==> config.mk <==
export PLATFORM = sky130hd
export DESIGN_NAME = hex_wb_ctrl
export DESIGN_NICKNAME = d
export VERILOG_FILES = /design/src/rtl/hex_wb_ctrl.sv
export SDC_FILE = /design/constraint.sdc
export NUM_CORES = 1
export LEC_CHECK = 0
export ABC_AREA = 1
export BUFFER_PORTS_ARGS = -buffer_cell sky130_fd_sc_hd__buf_2
export CAP_MARGIN = 20
export CORE_AREA = 2 2 122 124
export CTS_CLUSTER_SIZE = 24
export DETAILED_ROUTE_END_ITERATION = 8
export DIE_AREA = 0 0 124 126
export REMOVE_ABC_BUFFERS = 1
export SYNTH_ARGS = -nofsm -noshare
export SYNTH_HDL_FRONTEND = slang
export SYNTH_SLANG_ARGS = --single-unit
==> constraint.sdc <==
create_clock -name wb_clk -period 3.2 [get_ports wb_clk]
set_input_delay 0.64 -clock wb_clk [delete_from_list [all_inputs] [get_ports wb_clk]]
set_output_delay 0.64 -clock wb_clk [all_outputs]
set_load 0.01 [all_outputs]
==> src/rtl/hex_wb_ctrl.sv <==
// Drives a 4-digit 7-segment display over Wishbone: one single write per changed digit.
// Latency: 4 cycles per written digit (SEL, WR, ack, GAP), 1 per skipped digit.
// Backpressure: val_ready_o is low for the whole update sequence; values are accepted only in IDLE.
module hex_wb_ctrl #(
  parameter int TIMEOUT        = 255,
  parameter int RETRY_MAX      = 3,
  parameter bit SKIP_UNCHANGED = 1'b1,
  parameter bit SEG_INVERT     = 1'b0
) (
  input  logic        wb_clk,
  input  logic        wb_rst_n,
  input  logic [15:0] val_i,
  input  logic [3:0]  blank_i,
  input  logic [3:0]  dp_i,
  input  logic        val_valid_i,
  output logic        val_ready_o,
  output logic [1:0]  wbm_adr_o,
  output logic [7:0]  wbm_dat_o,
  output logic        wbm_we_o,
  output logic        wbm_cyc_o,
  output logic        wbm_stb_o,
  output logic [2:0]  wbm_cti_o,
  output logic [1:0]  wbm_bte_o,
  input  logic [7:0]  wbm_dat_i,
  input  logic        wbm_ack_i,
  input  logic        wbm_err_i,
  input  logic        wbm_rty_i,
  output logic        busy_o,
  output logic        done_o,
  output logic        err_o
);

  localparam logic [1:0] S_IDLE = 2'd0;
  localparam logic [1:0] S_SEL  = 2'd1;
  localparam logic [1:0] S_WR   = 2'd2;
  localparam logic [1:0] S_GAP  = 2'd3;

  logic [1:0]  state_q;
  logic [15:0] val_q;
  logic [3:0]  blank_q;
  logic [3:0]  dp_q;
  // dig_q[2] set means digit 3 has been advanced past: sequence is over
  logic [2:0]  dig_q;
  logic [15:0] tmo_cnt_q;
  logic [7:0]  rty_cnt_q;
  logic [7:0]  shadow_q [4];
  logic [3:0]  shadow_vld_q;
  logic        done_q;
  logic        err_q;

  logic [1:0]  cur_dig;
  logic [3:0]  cur_nib;
  logic [6:0]  seg_raw;
  logic [6:0]  seg;
  logic [7:0]  cur_byte;
  logic        tmo_hit;
  logic        is_wr;
  logic        unused_dat;

  assign cur_dig    = dig_q[1:0];
  assign is_wr      = (state_q == S_WR);
  assign tmo_hit    = (TIMEOUT != 0) && (tmo_cnt_q == 16'(TIMEOUT - 1));
  assign unused_dat = ^wbm_dat_i;

  // Select the current nibble and decode it to the byte placed on the bus
  always_comb begin
    cur_nib = val_q[{cur_dig, 2'b00} +: 4];
    case (cur_nib)
      4'h0:    seg_raw = 7'h3F;
      4'h1:    seg_raw = 7'h06;
      4'h2:    seg_raw = 7'h5B;
      4'h3:    seg_raw = 7'h4F;
      4'h4:    seg_raw = 7'h66;
      4'h5:    seg_raw = 7'h6D;
      4'h6:    seg_raw = 7'h7D;
      4'h7:    seg_raw = 7'h07;
      4'h8:    seg_raw = 7'h7F;
      4'h9:    seg_raw = 7'h6F;
      4'hA:    seg_raw = 7'h77;
      4'hB:    seg_raw = 7'h7C;
      4'hC:    seg_raw = 7'h39;
      4'hD:    seg_raw = 7'h5E;
      4'hE:    seg_raw = 7'h79;
      default: seg_raw = 7'h71;
    endcase
    // Blanking applies to the logical pattern; inversion is a panel property applied last
    seg = blank_q[cur_dig] ? 7'h00 : seg_raw;
    if (SEG_INVERT) begin
      seg = ~seg;
    end
    cur_byte = {dp_q[cur_dig], seg};
  end

  // Sequencer: capture, per-digit skip/write decision, response handling, shadow update
  always_ff @(posedge wb_clk) begin
    if (!wb_rst_n) begin
      state_q      <= S_IDLE;
      val_q        <= '0;
      blank_q      <= '0;
      dp_q         <= '0;
      dig_q        <= '0;
      tmo_cnt_q    <= '0;
      rty_cnt_q    <= '0;
      shadow_vld_q <= '0;
      done_q       <= 1'b0;
      err_q        <= 1'b0;
      for (int i = 0; i < 4; i++) begin
        shadow_q[i] <= '0;
      end
    end else begin
      done_q <= 1'b0;
      case (state_q)
        S_IDLE: begin
          if (val_valid_i) begin
            val_q     <= val_i;
            blank_q   <= blank_i;
            dp_q      <= dp_i;
            dig_q     <= '0;
            rty_cnt_q <= '0;
            err_q     <= 1'b0;
            state_q   <= S_SEL;
          end
        end
        S_SEL: begin
          if (SKIP_UNCHANGED && shadow_vld_q[cur_dig] && (shadow_q[cur_dig] == cur_byte)) begin
            if (cur_dig == 2'd3) begin
              state_q <= S_IDLE;
              done_q  <= 1'b1;
            end else begin
              dig_q <= dig_q + 3'd1;
            end
          end else begin
            tmo_cnt_q <= '0;
            state_q   <= S_WR;
          end
        end
        S_WR: begin
          if (wbm_err_i || (!wbm_ack_i && wbm_rty_i && (rty_cnt_q == 8'(RETRY_MAX)))
              || (!wbm_ack_i && !wbm_rty_i && tmo_hit)) begin
            // Digit failed: forget what the slave holds so the next request rewrites it
            err_q                 <= 1'b1;
            shadow_vld_q[cur_dig] <= 1'b0;
            rty_cnt_q             <= '0;
            dig_q                 <= dig_q + 3'd1;
            state_q               <= S_GAP;
          end else if (wbm_ack_i) begin
            shadow_q[cur_dig]     <= cur_byte;
            shadow_vld_q[cur_dig] <= 1'b1;
            rty_cnt_q             <= '0;
            dig_q                 <= dig_q + 3'd1;
            state_q               <= S_GAP;
          end else if (wbm_rty_i) begin
            // Same digit is reissued after the gap
            rty_cnt_q <= rty_cnt_q + 8'd1;
            state_q   <= S_GAP;
          end else if (TIMEOUT != 0) begin
            tmo_cnt_q <= tmo_cnt_q + 16'd1;
          end
        end
        default: begin
          // One idle bus cycle lets the slave's registered response drop
          if (dig_q[2]) begin
            state_q <= S_IDLE;
            done_q  <= 1'b1;
          end else begin
            state_q <= S_SEL;
          end
        end
      endcase
    end
  end

  assign val_ready_o = (state_q == S_IDLE);
  assign busy_o      = ~val_ready_o;
  assign wbm_cyc_o   = is_wr;
  assign wbm_stb_o   = is_wr;
  assign wbm_we_o    = is_wr;
  assign wbm_adr_o   = is_wr ? cur_dig : 2'd0;
  assign wbm_dat_o   = is_wr ? cur_byte : 8'h00;
  assign wbm_cti_o   = 3'b000;
  assign wbm_bte_o   = 2'b00;
  assign done_o      = done_q;
  assign err_o       = err_q;

endmodule

==> results.yml <==
logic_synthesis:
  syn_avg_cell_area_sq_um: 7.07
  synthDistinctLibCells: 38
  synth-adder-area-share_pct: 4.01
  synthCells: 749
  synthSimpleGateAreaFrac_pct: 34.0
  synth_xor_area_share_pct: 0.331
  synth_ff_type: "dfxtp_1"
  synth_area_sq_mm: 0.00530
  synth_compound_area_share_pct: 10.5
  synthArstFlopShare_pct: 0
  synth-seq-cells: 93
  synth_top_family_by_area: "simple AND/OR/NAND/NOR gates"
  yosysWarningCount: 0
  muxShareOfSynthArea_pct: 0
  synth_edf_count: 32
  yosysSeqAreaShare_pct: 41.2
global_route:
  grt_antenna_before_repair: 0
  grt_pass1_vias: 4193
  gr-total-overflow: 0
  grt_max_degree: 49
  grt_usage_pct: 16.5
  grt_first_pass_wirelength_mm: 20.5
die:
  core_region_area_sq_mm: 0.0143
  rows: 44
  ios: 60
  fp.dieH_um: 126
  die_w_um: 124
  start_util_pct: 37.0
  die-area_sq_mm: 0.0156
run_status:
  status: "complete, no violations"
worst_setup_path:
  path_cells: "buf_4, buf_4, inv_4, nand2_1, nand3_1, nand3_1, ha_1, nand3_1, nor2_2, nor2_4, nand2_2, buf_4, nor2_1, buf_2"
  max_stage_delay_ns: 0.40
  cp_top_family: "simple AND/OR/NAND/NOR gates"
  cp_data_required_time_ns: 2.56
  critical_path_buf_inv_count: 5
  crit_type: "reg -> out"
  cp_max_fo: 8
  arrival_ns: 2.35
  cp_slowest_cell: "dfxtp_1"
  critPathCaptureType: "output port"
  crit_path_start_kind: "register"
routing:
  drc: 0
  routed_via_density: 4.68
  vias: 4588
  drt_iter0_markers: 207
  detail-route-antenna-nets: 0
  routedWlPerCell_um: 12.3
  drt_pass1_iterations: 4
  routed_wl_mm: 12.1
layout:
  most-common-layout-cells: "nand2_1 (167), nor2_1 (154), inv_1 (78)"
  antenna_cells: 0
  syn_to_final_growth_pct: 13.5
  final_common_cell: "nand2_1"
  instances_no_fill: 981
  postLayoutCoreUtil_pct: 42.0
  postLayoutCellArea_sq_mm: 0.00601
  drive_above_1_share_pct: 14.2
  final_nets: 847
clocking:
  clk_transition_reported_paths_ns: 0.07
  cts_htree_levels: 3
  postCtsSetupRepairBufs: 0
  cts_tree: "done"
  cts_buffers: 9
  clk_latency_ns: 0.34
  clockRootBuffer: "clkbuf_16"
  clock-sinks: 93
  cts_buffer_depth: 2
power_and_ir_drop:
  intPower_mw: 2.93
  p_leak_nw: 2.64
  pwr-share-seq_pct: 29.3
  combPwrFrac_pct: 50.1
  swShare_pct: 45.6
  clkPwrFrac_pct: 20.6
  finalPower_mw: 5.38
  powerDensity_mw_per_mm2: 896
  vdd_drop_max_mv: 0.357
  switchingPower_mw: 2.46
placed_design:
  post-place-ws_ns: 0.263
  placed_area_sq_mm: 0.00569
  dpl.hpwl_mm: 8.83
  dpl.cell_count: 965
  io_buffers: 46
  gp_routability_congestion: 0.795
timing:
  finalSetupViolCount: 0
  setup_ws_ns: 0.207
  skew_ns: 0.00798
  hold_viol: 0
  finalCritPeriodShare_pct: 93.5
  tightest_slew_ns: 0.663
  worst_slew_margin_rel_pct: 55.6
  setup-tns-final_ns: 0
  finalCriticalPeriod_ns: 2.99
  max_freq_ghz: 0.334
  hold_slack_ns: 0.461
  drv_slew: 0
  rsz0062_at_grt: "false"
hold_path:
  hold_class: "reg -> reg"
run:
  max-cap-violations: 0
==> state kept, by name, summed over array words and instances (netlist names), named ones only <==
register	cells
tmo_cnt_q	16
err_o	1
state_q	2
dig_q	3
blank_q	4
done_o	1
val_q	16
shadow_q	32
rty_cnt_q	8
dp_q	4
==> layout make-up <==
cell class,instances,area [sq um]
multi-input cells,540,2620
inverters,87,332
clock buffers,9,225
flip-flops and latches,93,2180
fillers,1522,8300
well taps,184,230
repair buffers,61,343
clock inverters,7,81.3
==> synthesized netlist by cell type (all sizes together), types with 2 or more instances <==
library cell / number / share of area, %
nand3: 51 / 5.7
clkbuf: 14 / 0.99
buf: 19 / 2.7
nor3: 11 / 1.0
inv: 86 / 6.2
nor2: 164 / 12
nand2: 175 / 13
nor3b: 2 / 0.28
nor4: 3 / 0.35
a21oi: 33 / 3.1
o21ai: 53 / 5.2
dfxtp: 61 / 23
xnor2: 2 / 0.33
a221oi: 4 / 0.66
edfxtp: 32 / 18
a31oi: 2 / 0.24
nand4: 7 / 0.83
ha: 17 / 4.0
nand3b: 3 / 0.42
a32oi: 4 / 0.66
==> cell families after synthesis <==
| family | Yosys count |
|---|---|
| simple gates | 416 |
| buf+inv | 120 |
| compound gates | 100 |
| flops | 93 |
| fa+ha+maj | 17 |
| xor+xnor | 2 |
| other cells | 1 |
==> what timing repair did <==
item / in CTS / in global routing
endpoints found under the setup margin: 0 / 21
hold buffers: 0 / 0
gates resized for setup: 0 / 3
==> worst min-delay path, cell delays in order (launching register included) <==
cell	delay [ns]
dfxtp_1	0.30
inv_1	0.06
a21oi_1	0.06
==> worst paths after layout <==
check	endpoint	cells past startpoint	slack [ns]	startpoint
min	val_q[6]	2	0.46	val_q[6]
min reg2reg	val_q[6]	2	0.46	val_q[6]
max reg2reg	tmo_cnt_q[2]	20	0.35	dig_q[0]
max	wbm_dat_o[5]	14	0.21	dig_q[0]
==> layer usage <==
metal,GRT usage [%],vias to the layer above,routed length [um]
met4,3.90,0,110
met3,2.45,9,430
met2,27.1,69,5730
met1,22.7,2023,5840
li1,-,2487,-
met5,0,-,0
==> power groups by stage <==
stage	combinational [mW]	clock (mW)	sequential, mW
2_1_floorplan	1.90	0	1.61
3_3_place_gp	2.68	0	1.60
5_1_grt	3.09	1.19	1.61
6_report	2.70	1.11	1.58
4_1_cts	2.70	1.13	1.58
3_5_place_dp	2.69	0	1.60
No activity file was read; power rests on OpenSTA's default activity.
